$ cat config.mk
export PLATFORM = sky130hd
export DESIGN_NAME = mem_bus_arbiter
export DESIGN_NICKNAME = d
export VERILOG_FILES = /design/src/rtl/mem_arb_pkg.sv /design/src/rtl/pipeline_pkg.sv /design/src/rtl/mem_arb_watchdog.sv /design/src/rtl/mem_bus_arbiter.sv
export SDC_FILE = /design/constraint.sdc
export NUM_CORES = 1
export LEC_CHECK = 0
export ABC_CLOCK_PERIOD_IN_PS = 2550
export BUFFER_PORTS_ARGS = -buffer_cell sky130_fd_sc_hd__clkbuf_2
export CORE_AREA = 2 2 107 109
export CTS_CLUSTER_SIZE = 24
export DETAILED_ROUTE_END_ITERATION = 16
export DIE_AREA = 0 0 109 111
export PLACE_DENSITY = 0.75
export SYNTH_ARGS = -nofsm -noshare
export SYNTH_HDL_FRONTEND = slang
export SYNTH_SLANG_ARGS = --single-unit
$ cat constraint.sdc
create_clock -name clk -period 2.55 [get_ports clk]
set_input_delay 0.51 -clock clk [delete_from_list [all_inputs] [get_ports clk]]
set_output_delay 0.51 -clock clk [all_outputs]
set_load 0.005 [all_outputs]
$ cat src/rtl/mem_arb_pkg.sv
// Types and sizing for the memory bus arbiter.
// The arbiter top honours the MEM_ARB_ROUND_ROBIN_EN build macro.
package mem_arb_pkg;
  typedef enum logic [1:0] {
    IDLE   = 2'd0,
    BUSY_I = 2'd1,
    BUSY_D = 2'd2
  } arb_state_t;

  typedef enum logic {
    INSTR = 1'b0,
    DATA  = 1'b1
  } owner_t;

  localparam int CNT_W = 16;
endpackage

$ cat src/rtl/pipeline_pkg.sv
// Pipeline-wide sizing shared by the core blocks.
package pipeline;
  localparam int XLEN = 32;
endpackage

$ cat src/rtl/mem_arb_watchdog.sv
// Transaction watchdog: counts busy cycles and flags expiry at TIMEOUT_CYCLES.
module mem_arb_watchdog
  import mem_arb_pkg::*;
#(
  parameter int TIMEOUT_CYCLES = 255
) (
  input  logic clk,
  input  logic reset_n,
  input  logic i_clear,
  input  logic i_enable,
  output logic o_expired
);

  logic [CNT_W-1:0] r_count;

  // Busy-cycle counter; holds at the limit until cleared.
  always_ff @(posedge clk or negedge reset_n) begin
    if (!reset_n) begin
      r_count <= '0;
    end else if (i_clear) begin
      r_count <= '0;
    end else if (i_enable && !o_expired) begin
      r_count <= r_count + CNT_W'(1);
    end else begin
      r_count <= r_count;
    end
  end

  assign o_expired = (r_count == CNT_W'(TIMEOUT_CYCLES));

endmodule

$ cat src/rtl/mem_bus_arbiter.sv
// Shares one memory port between instruction fetch and load/store.
// Define MEM_ARB_ROUND_ROBIN_EN to alternate grants on simultaneous requests.
module mem_bus_arbiter
  import mem_arb_pkg::*;
#(
  parameter int XLEN           = pipeline::XLEN,
  parameter int TIMEOUT_CYCLES = 255
) (
  input  logic            clk,
  input  logic            reset_n,
  input  logic            i_re,
  input  logic [3:0]      i_sel,
  input  logic [XLEN-1:0] i_addr,
  output logic            i_ack,
  output logic            i_err,
  output logic [31:0]     i_instr,
  input  logic            d_re,
  input  logic            d_we,
  input  logic [3:0]      d_sel,
  input  logic [XLEN-1:0] d_addr,
  input  logic [XLEN-1:0] d_wdata,
  output logic            d_ack,
  output logic            d_err,
  output logic [XLEN-1:0] d_rdata,
  output logic            mem_re,
  output logic            mem_we,
  output logic [3:0]      mem_sel,
  output logic [XLEN-1:0] mem_addr,
  output logic [XLEN-1:0] mem_wdata,
  input  logic            mem_ack,
  input  logic [XLEN-1:0] mem_rdata
);

  arb_state_t r_state;
  owner_t     r_last_owner;
  logic       w_busy;
  logic       w_expired;
  logic       w_clear;
  logic       w_i_req;
  logic       w_d_req;
  logic       w_pick_data;

  assign w_busy  = (r_state != IDLE);
  assign w_i_req = i_re;
  assign w_d_req = d_re | d_we;

`ifdef MEM_ARB_ROUND_ROBIN_EN
  assign w_pick_data = w_d_req & (~w_i_req | (r_last_owner == INSTR));
`else
  assign w_pick_data = w_d_req;
`endif

  // Counter restarts whenever the bus is idle or a transaction finishes.
  assign w_clear = ~w_busy | mem_ack | w_expired;

  mem_arb_watchdog #(
    .TIMEOUT_CYCLES(TIMEOUT_CYCLES)
  ) u_watchdog (
    .clk      (clk),
    .reset_n  (reset_n),
    .i_clear  (w_clear),
    .i_enable (w_busy),
    .o_expired(w_expired)
  );

  // A same-cycle mem_ack beats expiry, so err is qualified by ~mem_ack.
  assign i_ack   = (r_state == BUSY_I) & mem_ack;
  assign d_ack   = (r_state == BUSY_D) & mem_ack;
  assign i_err   = (r_state == BUSY_I) & w_expired & ~mem_ack;
  assign d_err   = (r_state == BUSY_D) & w_expired & ~mem_ack;
  assign i_instr = i_ack ? mem_rdata[31:0] : 32'd0;
  assign d_rdata = d_ack ? mem_rdata : {XLEN{1'b0}};

  // Grant FSM with registered memory-side request fields.
  always_ff @(posedge clk or negedge reset_n) begin
    if (!reset_n) begin
      r_state   <= IDLE;
      mem_re    <= 1'b0;
      mem_we    <= 1'b0;
      mem_sel   <= 4'd0;
      mem_addr  <= {XLEN{1'b0}};
      mem_wdata <= {XLEN{1'b0}};
    end else begin
      case (r_state)
        IDLE: begin
          if (w_d_req || w_i_req) begin
            mem_re    <= w_pick_data ? d_re : 1'b1;
            mem_we    <= w_pick_data & d_we;
            mem_sel   <= w_pick_data ? d_sel : i_sel;
            mem_addr  <= w_pick_data ? d_addr : i_addr;
            mem_wdata <= w_pick_data ? d_wdata : {XLEN{1'b0}};
            r_state   <= w_pick_data ? BUSY_D : BUSY_I;
          end else begin
            r_state <= IDLE;
          end
        end
        BUSY_I, BUSY_D: begin
          if (mem_ack || w_expired) begin
            mem_re  <= 1'b0;
            mem_we  <= 1'b0;
            r_state <= IDLE;
          end else begin
            r_state <= r_state;
          end
        end
        default: begin
          mem_re  <= 1'b0;
          mem_we  <= 1'b0;
          r_state <= IDLE;
        end
      endcase
    end
  end

  // Remembers who completed last; drives alternation when enabled.
  always_ff @(posedge clk or negedge reset_n) begin
    if (!reset_n) begin
      r_last_owner <= INSTR;
    end else if (w_busy && mem_ack) begin
      r_last_owner <= (r_state == BUSY_D) ? DATA : INSTR;
    end else begin
      r_last_owner <= r_last_owner;
    end
  end

endmodule

==> summary.txt <==
Power and ir drop
  – Overall Power: approximately 5800 µW
  – Power per cell area: between 900 and 1000 nW/µm²
  – Peak VDD IR: between 0.5 and 0.6 mV
  – Static leakage: about 0.0035 µW

Setup path
  – WP data required: slightly above 2 ns
  – CP Capture Type: primary output
  – Crit Path Class: flop to primary output
  – Critical Path Start Type: flop
  – CP Max Fanout: 3
  – Crit path DAT: a little under 2 ns
  – Register-to-register setup slack: 0.39 ns

Logic synthesis
  – Area leader, netlist: dfrtp_1
  – Yosys reg bits: 88
  – Syn_area_per_cell: 10.3 µm²
  – Synth Warn #: 0
  – Cells taking the most area after synthesis: dfrtp_1 52%, and3_1 9.4%, mux2i_1 8.7%, a22o_1 6.6%, o21ai_0 4.2%
  – Post-synthesis cell count: slightly above 400
  – Share of synthesized flip-flops with an asynchronous set or reset: 1.00
  – Syn Nets: 560
  – Sequential area share after synthesis: 0.517
  – Ys flop type: dfrtp_1
  – Top cell type's share of synthesized area: 0.517
  – Post-synth EDFFs: 0
  – Yosys cell types: 33
  – Synth Cell Area: roughly 4300 µm²

Clock tree
  – # clock sinks: 88
  – Worst skew pair latency: around 0.34 ns
  – Root Buffer Master: clkbuf_16
  – TritonCTS clock tree: built
  – CTS buffer count: 9
  – CTS Buffer Depth: 2
  – H-tree depth: 3
  – Reg clk slew, reported paths: roughly 0.060 ns

Cells and area
  – N_diodes: 0
  – Layout Utilization: 0.560
  – Area growth, synth to finish: 45.7%
  – Share of cells above drive strength 1: 0.462
  – Fill cells: a little under 1000
  – Nets: between 800 and 900
  – Final Cell Area: 6200 µm²

Global routing
  – First-pass GRT wire length: around 19 mm
  – Largest net degree at the start of global routing: about 110
  – Initial antenna violation count: 0
  – Vias in the first global route: 3857
  – All-Layer GR Usage: 0.199
  – Remaining Overflow, GRT: 0

STA
  – Slew headroom: 0.634
  – Setup_tns: 0 ns
  – Fmax: about 400 MHz
  – Worst clock skew: approximately 0.0087 ns
  – Minimum clock period: between 2 and 2.5 ns
  – Worst-Margin Slew: approximately 0.55 ns
  – Fin. Hold Viols: 0
  – RSZ-0062 raised after global routing: yes
  – # setup viols final: 0
  – Tcrit/Tclk final: 0.963
  – Final slew viol count: 0

Route
  – DRT iter0 DRCs: roughly 220
  – Final WL: 12.1 mm
  – DRC Markers: 0
  – Post-route ant nets: 0
  – Drt pass-1 iters: 6
  – Routed wire per std cell: 14.6 µm
  – Vias: ~4100
  – Via density: between 4 and 5

Floorplanning
  – Die width: between 100 and 150 µm
  – Full die area: 12100 µm²
  – Die height: approximately 110 µm
  – IO Count: 280
  – Initial Utilization: 0.384
  – Core ar.: roughly 11000 µm²
  – Num rows: 39

Placement
  – Final HPWL DP: between 9 and 10 mm
  – I/O Buffers: approximately 280
  – Cell Area, Placed: roughly 5800 µm²
  – RePlAce Congestion: a little under 0.9

Min path
  – Worst min path class: primary input to async pin

Status
  – Outcome: finished clean

Job
  – Max Cap Viol: 0
==> area by class of cell <==
type,count,area (µm²),share of cell area
Sequential cell,88,2200,0.355
Multi-Input combinational cell,288,1930,0.311
Timing Repair Buffer,292,1550,0.249
Clock buffer,10,239,0.0385
Tap cell,143,179,0.0289
Clock inverter,6,90.1,0.0145
Inverter,4,15.0,0.00242
==> power by group <==
group	internal, µW	switching (µW)
registers	1960	335
logic	990	1080
clock network	888	534
==> synth_stat cells (2+ instances only) <==
master	instances
nor2b_1	2
and3_1	64
dfrtp_1	88
buf_2	3
nor4_1	4
nand3_1	6
nand4_1	3
nor2_1	21
a22o_1	32
nand2b_1	2
buf_1	6
ha_1	4
xor2_1	2
and2_1	4
or4_1	2
inv_1	4
clkbuf_1	23
nand2_1	42
nor3_1	6
xnor2_1	12
mux2i_1	37
o21ai_0	36
==> state kept, by name, indices dropped and copies added, names as in the netlist <==
name,count
mem_addr,32
mem_wdata,32
u_watchdog.r_count,16
mem_sel,4
r_state,2
mem_re,1
mem_we,1
==> kinds of logic (layout without fill, tap and decap cells) <==
kind of cell	Yosys count	in the layout	synth area share
adders and majority gates	4	4	0.0118
buffers and inverters	38	312	0.0370
xor gates and xnor gates	14	14	0.0288
and+or+nand+nor	161	161	0.201
DFF	88	88	0.517
muxes	38	38	0.0897
AOI/OAI and AO/OA	71	71	0.114
==> per-layer routing <==
layer  global-route usage  part of all wire  vias up
met5                    0                 0        -
met1                0.237              0.40     1911
met3               0.0394             0.071       12
met4               0.0641             0.012        0
li1                     -                 -     2001
met2                0.353              0.52      200
==> metrics by stage <==
stage	setup WS [ns]	std cells	hold WS, ns
6_report	0.0938	831	0.158
5_1_grt	-0.0343	831	0.201
4_1_cts	0.0140	827	0.173
3_5_place_dp	0.342	811	0.454
3_3_place_gp	0.366	811	0.443
2_1_floorplan	0.446	414	0.214
==> critical path, cell delays in order (launching register included) <==
cell and delay (ns):
dfrtp_1 0.40, or4_4 0.55, nor4_4 0.25, nor2b_2 0.19, and2_1 0.12, buf_2 0.11
==> path summary, 6_finish.rpt <==
path                                               startpoint                                 end  cells after the start
setup reg to reg           u_watchdog.r_count[10]$_DFFE_PN0P_  u_watchdog.r_count[12]$_DFFE_PN0P_                      6
max in group asynchronous                             reset_n   u_watchdog.r_count[7]$_DFFE_PN0P_                      2
hold / removal                                        reset_n           mem_wdata[22]$_DFFE_PN0P_                      1
min in group clk                                  d_wdata[13]           mem_wdata[13]$_DFFE_PN0P_                      2
hold reg to reg             u_watchdog.r_count[0]$_DFFE_PN0P_   u_watchdog.r_count[0]$_DFFE_PN0P_                      1
setup / recovery           u_watchdog.r_count[10]$_DFFE_PN0P_                               d_err                      5
==> layout by cell type (no fill, tap or decap), types with 2 or more instances in the layout <==
cell type / count
or4_4: 2
buf_2: 2
nand3_1: 6
xor2_1: 2
buf_4: 10
o21ai_0: 36
nor4_1: 4
nor2b_2: 2
nand2b_1: 2
mux2i_1: 37
and2_1: 4
dfrtp_1: 88
clkbuf_2: 276
ha_1: 4
nor2_1: 20
a22o_1: 32
and3_1: 64
bufinv_16: 2
inv_1: 4
buf_12: 4
nor3_1: 6
xnor2_1: 12
clkbuf_16: 9
nand2_1: 42
nand4_1: 3
==> repair_timing <==
action	CTS	global route
pin swaps	0	3
setup endpoints to repair	2	2
buffers inserted	0	4
resized for setup	1	4
gates cloned	0	0
hold buffers	0	0
(Power assumes the default switching activity.)
